===== src/rtl/sr04_ranger.sv =====
// HC-SR04 ranging controller: periodic trigger, echo timing on a 1 MHz clock,
// and divider-free conversion of echo width to whole centimetres.
module sr04_ranger #(
    parameter int TRIG_US    = 10,
    parameter int PERIOD_US  = 60000,
    parameter int TIMEOUT_US = 30000,
    parameter int DIV_US     = 58,
    parameter int DW         = 10
) (
    input  logic          clk_1m,
    input  logic          rst_n,
    input  logic          en,
    output logic          s1_trig,
    input  logic          s1_echo,
    output logic [DW-1:0] dist_cm,
    output logic          dist_vld,
    output logic          echo_err,
    output logic          busy
);

    localparam int TW = $clog2(TIMEOUT_US + 1);
    localparam int UW = $clog2(DIV_US + 1);
    // Headroom beyond one period: a late echo can finish after the period mark.
    localparam int PW = $clog2(PERIOD_US + TRIG_US + 2 * TIMEOUT_US + 8);

    localparam logic [TW-1:0] TRIG_LAST = TW'(TRIG_US - 1);
    localparam logic [TW-1:0] TO_LAST   = TW'(TIMEOUT_US - 1);
    localparam logic [UW-1:0] US_LAST   = UW'(DIV_US - 1);
    localparam logic [PW-1:0] PER_LAST  = PW'(PERIOD_US - 1);
    localparam logic [DW-1:0] CM_MAX    = '1;

    localparam logic [2:0] IDLE = 3'd0;
    localparam logic [2:0] TRIG = 3'd1;
    localparam logic [2:0] WAIT = 3'd2;
    localparam logic [2:0] MEAS = 3'd3;
    localparam logic [2:0] DONE = 3'd4;
    localparam logic [2:0] HOLD = 3'd5;

    logic [2:0]    state, state_n;
    logic          err_n;
    logic          echo_m, echo_s, echo_d;
    logic          rise, fall;
    logic [TW-1:0] t_cnt;
    logic [PW-1:0] per_cnt;
    logic [UW-1:0] us_cnt;
    logic [DW-1:0] cm_cnt;

    always_ff @(posedge clk_1m or negedge rst_n) begin
        if (!rst_n) begin
            echo_m <= 1'b0;
            echo_s <= 1'b0;
            echo_d <= 1'b0;
        end else begin
            echo_m <= s1_echo;
            echo_s <= echo_m;
            echo_d <= echo_s;
        end
    end

    assign rise = echo_s & ~echo_d;
    assign fall = ~echo_s & echo_d;
    assign busy = (state != IDLE);

    // Rise beats timeout while waiting; timeout beats fall once the echo width reaches the limit.
    always_comb begin
        state_n = state;
        err_n   = 1'b0;
        case (state)
            IDLE: if (en) state_n = TRIG;
            TRIG: begin
                if (!en)                     state_n = IDLE;
                else if (t_cnt == TRIG_LAST) state_n = WAIT;
            end
            WAIT: begin
                if (!en)                   state_n = IDLE;
                else if (rise)             state_n = MEAS;
                else if (t_cnt == TO_LAST) begin
                    state_n = HOLD;
                    err_n   = 1'b1;
                end
            end
            MEAS: begin
                if (!en) state_n = IDLE;
                else if (t_cnt == TO_LAST) begin
                    state_n = HOLD;
                    err_n   = 1'b1;
                end else if (fall) state_n = DONE;
            end
            DONE: state_n = HOLD;
            HOLD: begin
                if (!en)                     state_n = IDLE;
                else if (per_cnt >= PER_LAST) state_n = TRIG;
            end
            default: state_n = IDLE;
        endcase
    end

    always_ff @(posedge clk_1m or negedge rst_n) begin
        if (!rst_n) begin
            state    <= IDLE;
            s1_trig  <= 1'b0;
            dist_cm  <= '0;
            dist_vld <= 1'b0;
            echo_err <= 1'b0;
            t_cnt    <= '0;
            per_cnt  <= '0;
            us_cnt   <= '0;
            cm_cnt   <= '0;
        end else begin
            state    <= state_n;
            s1_trig  <= (state_n == TRIG);
            echo_err <= err_n;
            dist_vld <= (state == DONE);
            if (state == DONE) dist_cm <= cm_cnt;

            if (state_n != state)                                  t_cnt <= '0;
            else if (state == TRIG || state == WAIT || state == MEAS) t_cnt <= t_cnt + TW'(1);

            if (state_n == TRIG && state != TRIG) per_cnt <= '0;
            else if (state != IDLE)               per_cnt <= per_cnt + PW'(1);

            // Every MEAS cycle counts, including the one where the fall is seen.
            if (state == WAIT) begin
                us_cnt <= '0;
                cm_cnt <= '0;
            end else if (state == MEAS) begin
                if (us_cnt == US_LAST) begin
                    us_cnt <= '0;
                    if (cm_cnt != CM_MAX) cm_cnt <= cm_cnt + DW'(1);
                end else begin
                    us_cnt <= us_cnt + UW'(1);
                end
            end
        end
    end

endmodule


===== config.mk =====
export PLATFORM = sky130hd
export DESIGN_NAME = sr04_ranger
export DESIGN_NICKNAME = d
export VERILOG_FILES = /design/src/rtl/sr04_ranger.sv
export SDC_FILE = /design/constraint.sdc
export NUM_CORES = 1
export LEC_CHECK = 0
export CORE_MARGIN = 2
export CORE_UTILIZATION = 57
export CTS_CLUSTER_SIZE = 24
export DETAILED_ROUTE_END_ITERATION = 10
export PLACE_DENSITY = 0.76
export SLEW_MARGIN = 20
export SYNTH_ARGS = -nofsm -noshare
export SYNTH_HDL_FRONTEND = slang
export SYNTH_SLANG_ARGS = --single-unit
export TNS_END_PERCENT = 100

===== constraint.sdc =====
create_clock -name clk_1m -period 6 [get_ports clk_1m]
set_input_delay 1.5 -clock clk_1m [delete_from_list [all_inputs] [get_ports clk_1m]]
set_output_delay 1.5 -clock clk_1m [all_outputs]
set_load 0.01 [all_outputs]

# == After elaboration in Yosys (flattened, before gate mapping) ==
# Index checks and enable logic that the tools add are counted.
# totals
wordCells,72
out_inout_bits,14
input_bits,4
reg_bits,67
# classes
n_bitwise,4
n_mux,28
n_eq_ne,12
reduce_logical,11
magnitude_cmp,1
add_sub_neg,4
# ops
operator,count
two-way mux 10 bit,4
two-way mux 17 bit,2
two-way mux 3 bit,11
two-way mux 15 bit,2
two-way mux 6 bit,3
case mux 3 bit (6 select lines),1
adder 17 x 1 -> 17 bit (second input constant),1
>= comparator 17 x 16 -> 1 bit (second input constant),1
adder 15 x 1 -> 15 bit (second input constant),1
equality test 15 bit (second input constant),1
equality test 15 x 4 -> 1 bit (second input constant),1
adder 10 x 1 -> 10 bit (second input constant),1
inequality test 10 bit (second input constant),1
nonzero test 2 bit,5
adder 6 x 1 -> 6 bit (second input constant),1
equality test 3 x 1 -> 1 bit (second input constant),2
equality test 3 x 2 -> 1 bit (second input constant),2
equality test 3 bit (second input constant),2
equality test 6 bit (second input constant),1
two-way mux 1 bit,4
zero test 3 bit,1
inequality test 3 x 1 -> 1 bit (second input constant),1
inequality test 3 bit,1
AND reduction 3 bit,1
6 further kinds,9

# == Depth between registers and ports, before layout ==
# logic_depth
ltp_word,9
ltp_mapped,8
mapped_depth_nobuf,7

# == Worst setup path after synthesis ==
# No wires, ideal clock.
# synth_timing
kind,input-to-reg
start,input en
end,register t_cnt[1]
required_time_ps,5875
arrival_ps,2791
cell_stages,5
setup_slack_ps,3084
cell_sequence,clkbuf_1 nand2b_1 nor3_1 a211oi_2 a2111oi_0
# synth_via
elab_chain_cells,4
word_cells_on_any_way,9
classes_between,1 x eq/ne; 7 x mux; 1 x reduce/logical
# synth_lines
element,line_no,source
"start, declared",12,"input logic en,"
"two-way mux 3 bit, on equally long branches",n/a,
case mux 3 bit (6 select lines) *,68,case (state)
inequality test 3 bit *,116,if (state_n != state) t_cnt <= '0;
two-way mux 15 bit or nonzero test 2 bit (tied branches),n/a,
"end signal, assigned",117,else if (state == TRIG || state == WAIT || state == MEAS) t_cnt <= t_cnt + TW'(1);
"end, declared",43,logic [TW-1:0] t_cnt;
# Every way passes the cells marked *; elsewhere a longest branch is shown, timed or not.
# A chain may end at the register's enable or synchronous reset.

# == Worst setup path after layout ==
# layout_timing
start,register state[0]
end,output busy
# layout_via
elab_chain_cells,1
# layout_lines
element,line_no,source
"start, declared",39,"logic [2:0] state, state_n;"
"start signal, assigned",110,state <= state_n;
nonzero test 3 bit,62,assign busy = (state != IDLE);
"end, declared",18,output logic busy
# Every way passes these cells.

==> summary.md <==
| Metric | Value |
|---|---|
| Status | `finished clean` |
| Detailed Route Iter0 Violations | `between 200 and 250` |
| Via count | `2622` |
| Fin nets | `~360` |
| Crit path buf inv count | `1` |
| Seq/Total Area, Yosys | `47.8%` |
| CTS tree | `built` |
| Worst Setup Path Type | `flip-flop to primary output` |
| Worst skew pair latency | `340 ps` |
| Slew headroom | `32.8%` |
| Top delay family on crit path | `simple AND/OR/NAND/NOR gates` |
| Syn_nets | `351` |
| Commonest non-fill, non-tap cell in the layout | `dfrtp_1` |
| Ys Warns | `0` |
| Boundary Pins | `18` |
| Combinational Power Share | `6.4%` |
| Maximum VDD drop | `between 0.1 and 0.15 mV` |
| Setup-failing EPs final | `0` |
| WP data required | `4500 ps` |
| Number of distinct library cells after synthesis | `between 50 and 60` |
| Largest net degree at the start of global routing | `68` |
| Synth Register Bits | `between 60 and 70` |
| H-tree depth | `3` |
| Static leakage | `approximately 1.6 nW` |
| Net switching power | `219 uW` |
| Critical-path maximum fanout | `17` |
| Avg Cell Area, Syn | `10.3 um^2` |
| Antenna Cells | `0` |
| Die Ht | `82.5 um` |
| DRT Wirelength | `6840 um` |
| Setup Buffers After CTS | `0` |
| Placer Congestion | `around 0.78` |
| Post-Syn Instances | `341` |
| CORE AREA | `0.00592 mm^2` |
| Slowest cell on crit path | `or3_1` |
| Hpwl dp | `4490 um` |
| Most frequent cells in the layout | `dfrtp_1, nand2_1, xnor2_1, nor3_1, a31oi_1` |
| Setup TNS Final | `0 ps` |
| Ys flop type | `dfrtp_1` |
| Worst-Margin Slew | `1010 ps` |
| RSZ-0062 raised after global routing | `no` |
| Overall die width | `82.5 um` |
| Post-route antenna net violation count | `0` |
| Global-route wire length before repair | `11300 um` |
| Number of flops mapped to enable cells by yosys | `0` |
| Vias per cell | `6.06` |
| GRT overflow | `0` |
| Clock Sinks | `67` |
| PortBufs | `17` |
| Sw Share | `24.1%` |
| CP max stage delay | `590 ps` |
| Hold-fix buffers, CTS | `0` |
| Post-Syn Area | `0.00351 mm^2` |
| Design Power | `909 uW` |
| Final period util | `59.1%` |
| Pwr per Cell Area | `233 mW/mm^2` |
| Critical Path Start Type | `flip-flop` |
| Cell Chain, Critical Path | `or3_1 -> clkdlybuf4s50_1` |
| Die Area | `just under 0.007 mm^2` |
| Initial antenna violation count | `0` |
| Setup crit end kind | `primary output` |
| TritonCTS Buffers | `9` |
| Fmax | `roughly 280 MHz` |
| CTS resizes | `0` |
| GRT Total Usage | `~22%` |
| Final Hold Violating Endpoints | `0` |
| DP Area | `~0.0037 mm^2` |
| Router iterations before antenna repair | `5` |
| CTS Buffer Depth | `2` |
| Drt wl/cell | `15.8 um` |
| Arrival @ worst endpoint | `2050 ps` |
| Design area | `roughly 0.0039 mm^2` |
| CTS clk-pin slew, worst paths | `70 ps` |
| Starting Density | `59.3%` |
| Area grow syn2layout | `11.3%` |
| MaxCap Viol Count | `0` |
| Vias in the first global route | `2438` |
| Share of flip-flops with an asynchronous set or reset | `100%` |
| Layout cells sized above 1 | `between 10% and 20%` |
| Final Critical Period | `between 3000 and 4000 ps` |
| Final Max Slew Viols | `0` |
| Int Power | `690 uW` |
| Clock network power share | `40.7%` |
| Site Rows | `28` |
| Number of remaining DRC errors | `0` |
| Reg power frac | `between 50% and 60%` |
| Hold/Removal Path Class | `flip-flop to flip-flop` |
| Clock root buffer | `clkbuf_8` |
| Clk_skew | `5.51 ps` |
stage by stage:
stage / hold slack [ps] / cells / setup slack [ps] / utilization (%)
after floorplan: 331 / 341 / 3080 / -
after global placement: 341 / 417 / 2310 / 62.5
after detailed placement: 339 / 417 / 2190 / 62.5
after CTS: 355 / 433 / 2470 / 65.8
after global routing: 361 / 433 / 2350 / 66.0
final: 353 / 433 / 2450 / 66.0
registers in the layout, indices dropped and copies added, names as in the netlist, 3 cells and up:
name and count:
cm_cnt 10, dist_cm 10, per_cnt 17, state 3
t_cnt 15, us_cnt 6
kinds of logic (layout without fill, tap and decap cells):
kind of cell               after synthesis  in the layout  share of synthesized area (%)
and+or+nand+nor                        134            134                           21.8
DFF                                     67             67                           47.8
AOI/OAI and AO/OA                       58             58                           11.6
xor gates and xnor gates                39             39                           9.73
buffers and inverters                   25             42                           3.21
muxes                                   12             12                           3.78
adders and majority gates                6              6                           2.14
final cells by class:
type | instances | area, um^2
Multi-Input combinational cell | 249 | 1740
Clock inverter | 4 | 50.0
Clock buffer | 12 | 145
Inverter | 8 | 30.0
Tap cell | 75 | 93.8
Timing Repair Buffer | 18 | 173
Sequential cell | 67 | 1680
Fill cell | 455 | 2020
synthesized netlist by cell type, drive strengths merged, types with 5 or more instances:
master	count	area [um^2]
a211oi	5	42.5
a21oi	5	25.0
a31oi	18	113
and4	5	43.8
buf	9	52.6
clkbuf	8	30.0
dfrtp	67	1680
ha	6	75.1
inv	8	30.0
mux2	10	113
nand2	23	86.3
nand2b	5	31.3
nand3	12	60.1
nand4	13	81.3
nor2	16	60.1
nor3	20	100
nor4	10	68.8
nor4b	5	50.0
o21ai	15	78.8
xnor2	23	201
xor2	16	140
routing by layer:
layer	global-route usage, %	routed length (um)	vias to the layer above
met5	0	0	-
met4	9.50	134	0
met3	5.22	224	13
met2	32.7	3170	55
met1	31.2	3310	1282
li1	-	-	1272
power by group through the flow:
stage	sequential, mW	clock (mW)	combinational (mW)
2_1_floorplan	0.485	0	0.0409
3_3_place_gp	0.488	0	0.0557
3_5_place_dp	0.490	0	0.0583
4_1_cts	0.481	0.378	0.0587
5_1_grt	0.482	0.398	0.0663
6_report	0.481	0.370	0.0580
path summary, 6_finish.rpt:
path	cells after the start	from	slack, ps	end
max	2	state[0]	2450	busy
min	0	echo_m	350	echo_s
max reg2reg	5	per_cnt[7]	3210	per_cnt[4]
min reg2reg	0	echo_m	350	echo_s
max in group asynchronous	2	rst_n	4110	t_cnt[6]
min in group asynchronous	2	rst_n	1310	us_cnt[5]
worst reg2reg max path: cells and delay by family (launching register included):
family	cells	cell delay, ps
AO/OA/AOI/OAI	3	1320
AND/OR/NAND/NOR	2	870
flip-flops	1	430
Power figures use the tool's default switching activity.
